[config.mk]
export PLATFORM = sky130hd
export DESIGN_NAME = std_reset_sequencer
export DESIGN_NICKNAME = d
export VERILOG_FILES = /design/src/rtl/std_pkg.sv /design/src/rtl/std_reset_sync.sv /design/src/rtl/std_reset_sequencer.sv
export SDC_FILE = /design/constraint.sdc
export NUM_CORES = 1
export LEC_CHECK = 0
export ABC_CLOCK_PERIOD_IN_PS = 2230
export BUFFER_PORTS_ARGS = -buffer_cell sky130_fd_sc_hd__buf_2
export CAP_MARGIN = 20
export CORE_AREA = 2 2 44 46
export CTS_CLUSTER_SIZE = 20
export DETAILED_ROUTE_END_ITERATION = 6
export DIE_AREA = 0 0 46 48
export HOLD_SLACK_MARGIN = 0.1
export PLACE_DENSITY = 0.84
export SYNTH_ARGS = -nofsm -noshare
export SYNTH_HDL_FRONTEND = slang
export SYNTH_SLANG_ARGS = --single-unit
[constraint.sdc]
create_clock -name clk -period 2.23 [get_ports clk]
set_input_delay 0.669 -clock clk [delete_from_list [all_inputs] [get_ports clk]]
set_output_delay 0.669 -clock clk [all_outputs]
set_load 0.01 [all_outputs]
[src/rtl/std_pkg.sv]
// std_pkg: shared types and helpers for the std_* sequential library.
//   std_reset_seq_state_t : state encoding of std_reset_sequencer
//   std_max(a, b)         : larger of two ints, used for counter sizing
package std_pkg;

  typedef enum logic [1:0] {
    ASSERT  = 2'd0,
    HOLD    = 2'd1,
    RELEASE = 2'd2,
    RUNNING = 2'd3
  } std_reset_seq_state_t;

  function automatic int std_max(input int a, input int b);
    return (a > b) ? a : b;
  endfunction

endpackage

[src/rtl/std_reset_sync.sv]
// std_reset_sync: reset-release synchronizer.
// Clears asynchronously when rst is low; once rst is high, shifts a 1 through
// SYNC_STAGES flops so the release reaches the clock domain metastability-safe.
//   clk    in  clock, rising edge
//   rst    in  asynchronous active-low reset
//   sync_o out last chain stage, high once SYNC_STAGES edges have seen rst high
module std_reset_sync #(
  parameter int SYNC_STAGES = 2
) (
  input  logic clk,
  input  logic rst,
  output logic sync_o
);

  logic [SYNC_STAGES-1:0] chain_q;

  always_ff @(posedge clk or negedge rst) begin
    if (!rst) chain_q <= '0;
    else      chain_q <= {chain_q[SYNC_STAGES-2:0], 1'b1};
  end

  assign sync_o = chain_q[SYNC_STAGES-1];

endmodule

[src/rtl/std_reset_sequencer.sv]
// std_reset_sequencer: reset source for downstream sequential blocks.
// Asserts all outputs asynchronously on rst low, releases them synchronously:
// sync -> stretch for HOLD_CYCLES -> release bit 0, then one bit every
// STAGGER_CYCLES. A soft_req while RUNNING re-enters HOLD (warm reset).
//   clk        in  clock, rising edge
//   rst        in  asynchronous active-low reset
//   soft_req   in  warm-reset request, only honoured in RUNNING
//   rst_out_n  out sequenced active-low resets, bit 0 released first
//   rst_done   out high while RUNNING (all outputs released)
//   soft_busy  out high in every state except RUNNING
// All outputs are flops; nothing combinational reaches them from the inputs.
module std_reset_sequencer #(
  parameter int SYNC_STAGES    = 2,
  parameter int HOLD_CYCLES    = 16,
  parameter int STAGGER_CYCLES = 4,
  parameter int NUM_OUTPUTS    = 3
) (
  input  logic                   clk,
  input  logic                   rst,
  input  logic                   soft_req,
  output logic [NUM_OUTPUTS-1:0] rst_out_n,
  output logic                   rst_done,
  output logic                   soft_busy
);
  import std_pkg::*;

  localparam int CNT_MAX = std_max(HOLD_CYCLES, STAGGER_CYCLES);
  localparam int CNT_W   = $clog2(CNT_MAX + 1);
  localparam int IDX_W   = $clog2(NUM_OUTPUTS + 1);

  localparam logic [CNT_W-1:0] CNT_TOP   = CNT_W'(CNT_MAX);
  localparam logic [CNT_W-1:0] HOLD_LAST = CNT_W'(HOLD_CYCLES);
  localparam logic [CNT_W-1:0] STAG_LAST = CNT_W'(STAGGER_CYCLES);
  localparam logic [IDX_W-1:0] LAST_IDX  = IDX_W'(NUM_OUTPUTS - 1);

  generate
    if (SYNC_STAGES < 2) begin : g_bad_sync
      $error("std_reset_sequencer: SYNC_STAGES must be >= 2");
    end
    if (HOLD_CYCLES < 1) begin : g_bad_hold
      $error("std_reset_sequencer: HOLD_CYCLES must be >= 1");
    end
  endgenerate

  logic rst_sync;

  std_reset_sync #(.SYNC_STAGES(SYNC_STAGES)) u_sync (
    .clk    (clk),
    .rst    (rst),
    .sync_o (rst_sync)
  );

  std_reset_seq_state_t   state_q, state_d;
  logic [CNT_W-1:0]       cnt_q, cnt_d, cnt_inc;
  logic [IDX_W-1:0]       idx_q, idx_d;
  logic [NUM_OUTPUTS-1:0] out_q, out_d;
  logic                   done_q, done_d;
  logic                   busy_q, busy_d;
  logic                   hold_step;

  always_comb begin
    state_d   = state_q;
    cnt_d     = cnt_q;
    idx_d     = idx_q;
    out_d     = out_q;
    hold_step = 1'b0;
    cnt_inc   = (cnt_q == CNT_TOP) ? cnt_q : cnt_q + 1'b1;

    case (state_q)
      // HOLD is logically entered on the edge the last sync flop rises; the
      // first edge that can observe it is therefore already HOLD count 1, so
      // ASSERT performs that first hold step itself instead of idling a cycle.
      ASSERT:  if (rst_sync) hold_step = 1'b1;
      HOLD:    hold_step = 1'b1;
      RELEASE: begin
        if (cnt_inc == STAG_LAST) begin
          for (int i = 0; i < NUM_OUTPUTS; i++)
            if (IDX_W'(i) == idx_q) out_d[i] = 1'b1;
          cnt_d = '0;
          idx_d = idx_q + 1'b1;
          if (idx_q == LAST_IDX) state_d = RUNNING;
        end else begin
          cnt_d = cnt_inc;
        end
      end
      RUNNING: begin
        if (soft_req) begin
          out_d   = '0;
          cnt_d   = '0;
          idx_d   = '0;
          state_d = HOLD;
        end
      end
      default: state_d = ASSERT;
    endcase

    if (hold_step) begin
      if (cnt_inc == HOLD_LAST) begin
        cnt_d = '0;
        // Single output or zero stagger: everything goes at hold expiry.
        if (STAGGER_CYCLES == 0 || NUM_OUTPUTS == 1) begin
          out_d   = '1;
          state_d = RUNNING;
        end else begin
          out_d[0] = 1'b1;
          idx_d    = IDX_W'(1);
          state_d  = RELEASE;
        end
      end else begin
        cnt_d   = cnt_inc;
        state_d = HOLD;
      end
    end

    // Status lags RUNNING entry by one edge but drops on the warm-reset edge.
    done_d = (state_q == RUNNING) && !soft_req;
    busy_d = !done_d;
  end

  always_ff @(posedge clk or negedge rst) begin
    if (!rst) begin
      state_q <= ASSERT;
      cnt_q   <= '0;
      idx_q   <= '0;
      out_q   <= '0;
      done_q  <= 1'b0;
      busy_q  <= 1'b1;
    end else begin
      state_q <= state_d;
      cnt_q   <= cnt_d;
      idx_q   <= idx_d;
      out_q   <= out_d;
      done_q  <= done_d;
      busy_q  <= busy_d;
    end
  end

  assign rst_out_n = out_q;
  assign rst_done  = done_q;
  assign soft_busy = busy_q;

endmodule
## Yosys cells after proc, flatten, opt, wreduce, memory -nomap -nowiden

Index checks and enable logic that the tools add are counted.

- $add $sub $neg: 2
- Reduce and logical (&&, ||, !) cells: 11
- Eq/ne operators: 16
- Multiplexer cells: 27

Operators by type and width:

| kind | count |
|---|---|
| $mux 5 | 5 |
| $mux 2 | 9 |
| $reduce_and 4->1 | 3 |
| $eq 5x5->1 const B | 2 |
| $pmux 5 s2 | 1 |
| $ne 3x3->1 const B | 3 |
| $ne 2x2->1 const B | 4 |
| $pmux 2 s2 | 2 |
| $eq 2x2->1 const B | 3 |
| $mux 1 | 6 |
| $mux 3 | 2 |
| $pmux 3 s2 | 1 |
| $add 5x1->5 const B | 1 |
| $eq 5x3->1 const B | 1 |
| $logic_not 2->1 | 2 |
| $reduce_bool 3->1 | 1 |
| $add 2x1->2 const B | 1 |
| $eq 1x2->1 const A | 1 |
| $eq 2x1->1 const B | 1 |
| $eq 2x2->1 const A | 1 |
| $logic_not 1->1 | 2 |
| $pmux 1 s2 | 1 |
| $reduce_and 2->1 | 1 |
| $reduce_bool 2->1 | 1 |
| $logic_and 1x1->1 | 1 |

- Word-level logic and storage cells: 65
- Bits in registers: 16
- Output and inout bits: 5

## Longest topological paths before layout

Gate-level depths: netlist of run 1.

- Word-level depth: 7
- Gate-level depth with buffers: 7
- Mapped depth without buffers: 7

## By module

From an unflattened synthesis of run 1, not the netlist that was laid out.

- Cells, all modules: 98
- Area total of the unflattened synthesis: 945.9 um^2

Modules (own cells, without submodules):

| module | sequential area each (um^2) | instances | cells each | area an instance (um^2) |
|---|---|---|---|---|
| std_reset_sequencer | 351.6 | 1 | 95 | 892.1 |
| std_reset_sync | 50.0 | 1 | 3 | 53.8 |

## Worst setup path after synthesis of run 1

No wires, ideal clock.

- Kind: register to register
- Start point: reg cnt_q[0]
- End point: reg idx_q[0]
- Buffers on the path: 0
- Library setup time: 0.124 ns
- Path slack: 0.249 ns
- Arrival time: 1.857 ns
- Stages on the path, launching flop included: 7
- Clock period less this slack: 1.981 ns
- Data required time: 2.106 ns
- Cells stage by stage: dfrtp_1 > inv_1 > ha_1 > or4_4 > nor3_4 > nor3_2 > a211o_1

- Longest elaborated chain between the ends: 7

Ends and longest elaborated chain:

| what | RTL line | source |
|---|---|---|
| from (decl) | std_reset_sequencer.sv:54 | `logic [CNT_W-1:0] cnt_q, cnt_d, cnt_inc;` |
| from (signal assigned) | std_reset_sequencer.sv:130 | `cnt_q <= cnt_d;` |
| $add 5x1->5 or $eq 5x5->1 (tied branches) | std_reset_sequencer.sv:67 | `cnt_inc = (cnt_q == CNT_TOP) ? cnt_q : cnt_q + 1'b1;` |
| $mux 5 * | std_reset_sequencer.sv:67 |  |
| $eq 5x3->1 | std_reset_sequencer.sv:76 | `if (cnt_inc == STAG_LAST) begin` |
| $mux 2 | std_reset_sequencer.sv:76 |  |
| $pmux 2 s2 | std_reset_sequencer.sv:69 | `case (state_q)` |
| $mux 2 | std_reset_sequencer.sv:98 | `if (cnt_inc == HOLD_LAST) begin` |
| $mux 2 * | std_reset_sequencer.sv:97 | `if (hold_step) begin` |
| net idx_d[0] | std_reset_sequencer.sv:55 | `logic [IDX_W-1:0] idx_q, idx_d;` |
| to (signal assigned) | std_reset_sequencer.sv:131 | `idx_q <= idx_d;` |
| to (decl) | std_reset_sequencer.sv:55 |  |

The timed path passes the listed nets; every way through them passes the cells marked *.
A chain may end at the register's enable or synchronous reset.

## Final worst setup path of run 1

Ends and elaborated chain as after synthesis.

==> results by group, run 1 <==
Critical path
  – WS Path Type: reg -> reg
  – Slowest stage delay, CP: 0.52 ns
  – CP Capture Type: flop
  – Crit start category: flop
  – CP Data Arrival Time: 2.27 ns
  – Reg2reg path depth: 6
  – Maximum fanout along the worst path: 7
  – WP data required: 2.41 ns
  – Worst-path cell chain: inv_2 -> ha_1 -> or4_4 -> nor3_4 -> nor3_2 -> a211o_1
  – Crit-path slowest cell: or4_4

Yosys
  – Unique masters post-synth: 39
  – Synth Instances: 91
  – Register bit total from synthesis: 16
  – Synth warn: 0
  – Syn_nets: 99
  – Count leader, synth: dfrtp_1
  – Area contributors post-synth: dfrtp_1 (41%), ha_1 (6.8%), a21oi_1 (3.8%)
  – Top cell type's share of synthesized area: 40.9%
  – Most common flop cell mapped by yosys: dfrtp_1
  – Most frequent cells after synthesis: dfrtp_1 (15), inv_1 (8), a21oi_1 (7), nor2_1 (7), nand2_1 (6)
  – Syn_area_per_cell: 10.1 um^2
  – Leading area contributor after synthesis: dfrtp_1
  – Seq/Total Area, Yosys: 43.7%
  – Post-synth ARST share: 100%
  – Post-Syn Area: 918 um^2
  – EDFF count, synth: 0

Finish
  – Fraction of layout cells with a size suffix above 1: 27.3%
  – Core Util, Final: 58.6%
  – Post-Layout Cell Count: 116
  – N_diodes: 0
  – Fin nets: 108
  – Area delta synth->final: 7.77%

Placed design
  – GPL Wtd Cong: 0.912
  – # placed instances: 112
  – PortBufs: 7
  – Dpl hpwl: 1230 um
  – Setup WS pre-CTS: 0.112 ns

Power
  – Leakage: 0.451 nW
  – Sequential power share: 39.8%
  – Pint: 0.833 mW
  – Combinational share of power: 46.9%
  – Sw Ratio: 42.2%
  – Switching pwr: 0.608 mW
  – Total power: 1.44 mW
  – PwrDens: 1460 nW/um^2
  – Power share of the clock group: 13.3%
  – Peak supply drop: 0.000675 V

STA
  – Rel. slew slack: 66.7%
  – Hold Violations, Final: 0
  – Final setup TNS: 0 ns
  – Final period utilization: 93.9%
  – RSZ-0062 raised after global routing: false
  – Min Tclk post-route: 2.09 ns
  – Worst Max-Slew Pin Slew: 0.498 ns
  – Final setup vio count: 0
  – Max Slew Vio Count: 0
  – Worst setup margin: 0.137 ns
  – Worst Skew: 0.000489 ns
  – Fmax: 478 MHz

Job
  – MaxCap Viol Count: 0

Clock tree
  – Hold_buf cts: 0
  – Clock latency on the worst-skew pair: 0.28 ns
  – CTS resizes: 0
  – CTS root buf: clkbuf_4
  – TritonCTS Buffers: 3
  – CTS tree: built
  – H-Tree Depth: 1
  – Clock Tree Buf Depth: 2
  – Reg clk slew, reported paths: 0.09 ns
  – CTS Sinks: 16
  – Post-CTS setup buffers: 0

Route
  – DRC: 0
  – Router iterations before antenna repair: 4
  – Wire per inst: 14.1 um
  – WL final: 1630 um
  – Initial DRC count: 17
  – Vias: 684
  – Number of routed nets with antenna violations: 0
  – Number of vias per cell: 5.90

Die
  – Core Box Area: 1690 um^2
  – Die area: 2210 um^2
  – Die Ht: 48 um
  – Initial core utilization: 54.4%
  – Die width: 46 um
  – Io pins: 8
  – Row count: 15

GRT
  – GR Util All Layers: 18.6%
  – Vias in the first global route: 658
  – Pin count of the biggest net entering global routing: 17
  – First-pass GRT wire length: 2840 um
  – Antenna violations before repair: 0
  – Grt ovf: 0

Min path
  – Hold Crit Class: in -> async

Outcome
  – Status: complete, no violations
-- routing by layer --
| metal | GRT usage (%) | vias to the layer above | share of wire (%) |
|---|---|---|---|
| met5 | 0 | - | 0 |
| met4 | 10.3 | 0 | 2.2 |
| met3 | 2.26 | 4 | 4.2 |
| met2 | 30.3 | 16 | 48 |
| met1 | 24.0 | 320 | 46 |
| li1 | - | 344 | - |
-- power by group through the flow --
stage / Combinational (mW) / Clock [mW] / Sequential (mW)
after floorplan: 0.598 / 0 / 0.517
after global placement: 0.644 / 0 / 0.566
after detailed placement: 0.669 / 0 / 0.573
after CTS: 0.677 / 0.198 / 0.568
after global routing: 0.753 / 0.209 / 0.598
final: 0.676 / 0.191 / 0.573
-- final timing paths --
kind	slack, ns	to	startpoint
worst min register to register	0.36	u_sync.chain_q[1]	u_sync.chain_q[0]
worst min-delay path	0.27	rst_done	rst
worst max-delay path	0.14	idx_q[0]	cnt_q[0]
min in group clk	0.36	u_sync.chain_q[1]	u_sync.chain_q[0]
max in group asynchronous	1.66	soft_busy	rst
worst max register to register	0.14	idx_q[0]	cnt_q[0]
-- cell families after synthesis --
group / after synthesis / share of synthesized area [%]
other: 1 / 0.408
xor gates and xnor gates: 3 / 2.86
DFF: 16 / 43.7
buffers and inverters: 11 / 5.72
and+or+nand+nor: 34 / 23.4
adders and majority gates: 5 / 6.81
AOI/OAI and AO/OA: 21 / 17.0
-- through the flow --
step	hold slack, ns	instance area [um^2]
after floorplan	0.331	918
after global placement	0.332	952
after detailed placement	0.335	952
after CTS	0.287	988
after global routing	0.293	990
final	0.272	990
-- placed cells by master, fill, tap and decap left out, types with 2 or more instances in the layout --
cell type  instances
dfrtp_1           14
inv_1              7
nor2_1             7
a21oi_1            7
buf_2              7
nand2_1            6
ha_1               5
nand3_1            3
a31oi_1            3
clkbuf_4           3
xnor2_1            2
and3_1             2
nor3_1             2
nor4_1             2
or3_1              2
o21ai_0            2
-- layout make-up --
cell class                      instances  area (um^2)
Clock buffer                            4         36.3
Tap cell                               17         21.3
Inverter                                8         30.0
Sequential cell                        16          403
Fill cell                             146          699
Multi-Input combinational cell         64          464
Timing Repair Buffer                    7         35.0
-- registers in the layout (all words and copies together), names as in the netlist --
name and count:
idx_q 2, rst_done 1, u_sync.chain_q 2, rst_out_n 3
soft_busy 1, cnt_q 5, state_q 2
-- worst max-delay path: cells and delay by family, from the launching register on --
family / cells / cell delay, ns
compound gates: 1 / 0.27
flops: 1 / 0.42
buf+inv: 1 / 0.08
simple gates: 3 / 0.88
fa+ha+maj: 1 / 0.34
No activity file was read; power rests on OpenSTA's default activity.
==> run 2: changes to the inputs <==
CELL_PAD_IN_SITES_DETAIL_PLACEMENT = 0   (was unset)
CELL_PAD_IN_SITES_GLOBAL_PLACEMENT = 1   (was unset)
CORE_AREA = 2 2 49 51   (was 2 2 44 46)
DIE_AREA = 0 0 51 53   (was 0 0 46 48)
==> results by group, run 2 (synthesis results as in run 1) <==
Critical path
  – WS Path Type: reg -> reg
  – CP Data Arrival Time: 2.35 ns
  – Launch point of the worst reg-to-reg path: cnt_q[0]
  – Reg2reg path depth: 6
  – Worst R2R Setup Slack: 0.07 ns
  – WP data required: 2.41 ns
  – Crit start category: flop
  – R2R Path End: idx_q[0]
  – CP startpoint: cnt_q[0]
  – CP Capture Type: flop
  – Maximum fanout along the worst path: 7

Route
  – Number of vias per cell: 5.39
  – Wire per inst: 13.1 um
  – Router iterations before antenna repair: 4
  – Initial DRC count: 8
  – DRC: 0
  – Vias: 690
  – WL final: 1680 um
  – Number of routed nets with antenna violations: 0

Clock tree
  – CTS root buf: clkbuf_4
  – Clock latency on the worst-skew pair: 0.29 ns
  – CTS Sinks: 16
  – H-Tree Depth: 1
  – CTS tree: built
  – Reg clk slew, reported paths: 0.10 ns
  – TritonCTS Buffers: 3
  – Clock Tree Buf Depth: 2

STA
  – Fmax: 462 MHz
  – Final setup TNS: 0 ns
  – RSZ-0062 raised after global routing: false
  – Worst Max-Slew Pin Slew: 0.507 ns
  – Final setup vio count: 0
  – Rel. slew slack: 66.1%
  – Worst hold slack: 0.271 ns
  – Hold Violations, Final: 0
  – Max Slew Vio Count: 0
  – Min Tclk post-route: 2.16 ns
  – Final period utilization: 97.0%
  – Worst Skew: 0.00514 ns

Die
  – Die area: 2700 um^2
  – Row count: 17
  – Io pins: 8
  – Core Box Area: 2150 um^2
  – Die Ht: 53 um
  – Die width: 51 um
  – Initial core utilization: 42.7%

Placed design
  – Dpl hpwl: 1190 um
  – GPL Wtd Cong: 0.815
  – PortBufs: 7

Finish
  – Max reg flops: 5
  – Fraction of layout cells with a size suffix above 1: 28.0%
  – N_diodes: 0
  – Most frequent cells in the layout: dfrtp_1 (14), inv_1 (7), nor2_1 (7), a21oi_1 (7), buf_2 (7)
  – Area delta synth->final: 12.7%
  – Top reg by flops: cnt_q
  – Fin nets: 109
  – Most common cell after layout, fill and taps aside: dfrtp_1
  – Final-layout fill cell count: 205

GRT
  – Vias in the first global route: 669
  – Grt ovf: 0
  – Pin count of the biggest net entering global routing: 17
  – First-pass GRT wire length: 2990 um
  – Antenna violations before repair: 0
  – GR Util All Layers: 15.0%

Power
  – Peak supply drop: 0.000608 V
  – PwrDens: 1460 nW/um^2
  – Leakage: 0.459 nW

Outcome
  – Status: complete, no violations

Job
  – MaxCap Viol Count: 0

Min path
  – Hold Crit Class: in -> async
-- run 2: timing repair --
item                                    in CTS  in global routing
gates resized for setup                      0                  5
hold buffers                                 0                  0
endpoints found under the setup margin       0                  7
buffers inserted                             0                  1
-- run 2: critical path, stage by stage (launching register included) --
cell and delay [ns]:
dfrtp_2 0.45, inv_2 0.13, ha_1 0.29, or4_4 0.52
nor3_4 0.32, nor3_2 0.07, a211o_1 0.28
-- run 2: per-stage QoR --
stage / util (%) / setup WS, ns / cells / instance area [um^2] / total power [mW]
2_1_floorplan: - / 0.249 / 91 / 918 / 1.12
3_3_place_gp: 45.0 / 0.165 / 123 / 966 / 1.22
3_5_place_dp: 45.0 / 0.101 / 123 / 966 / 1.23
4_1_cts: 46.7 / 0.0888 / 127 / 1000 / 1.43
5_1_grt: 48.2 / 0.00281 / 128 / 1030 / 1.64
6_report: 48.2 / 0.0658 / 128 / 1030 / 1.51
-- run 2: final cells by class --
class                   instances  area, um^2  share of cell area [%]
clock buffers                   4        36.3                    3.51
inverters                       8        30.0                    2.90
multi-input cells              64         488                    47.2
flip-flops and latches         16         403                    38.9
well taps                      28        35.0                    3.39
repair buffers                  8        42.5                    4.11
-- run 2: how the worst max path moves through the flow --
stage               end  slack (ns)
3_5_place_dp   idx_q[0]        0.10
2_1_floorplan  idx_q[0]        0.25
5_1_grt        idx_q[0]       0.003
6_report       idx_q[0]        0.07
3_3_place_gp   idx_q[0]        0.16
4_1_cts        idx_q[0]        0.09
-- run 2: metal layers --
metal	share of wire, %	global-route usage, %	vias up	routed length [um]
li1	-	-	340	-
met1	48	19.3	338	804
met2	48	24.2	8	814
met3	2.1	1.98	4	36
met4	1.6	8.56	0	27
met5	0	0	-	0
-- run 2: power by group --
group	total, mW	leakage (nW)	switching, mW	internal (mW)
clock	0.195	0.0210	0.0957	0.0994
sequential	0.576	0.191	0.164	0.412
combinational	0.742	0.247	0.384	0.358
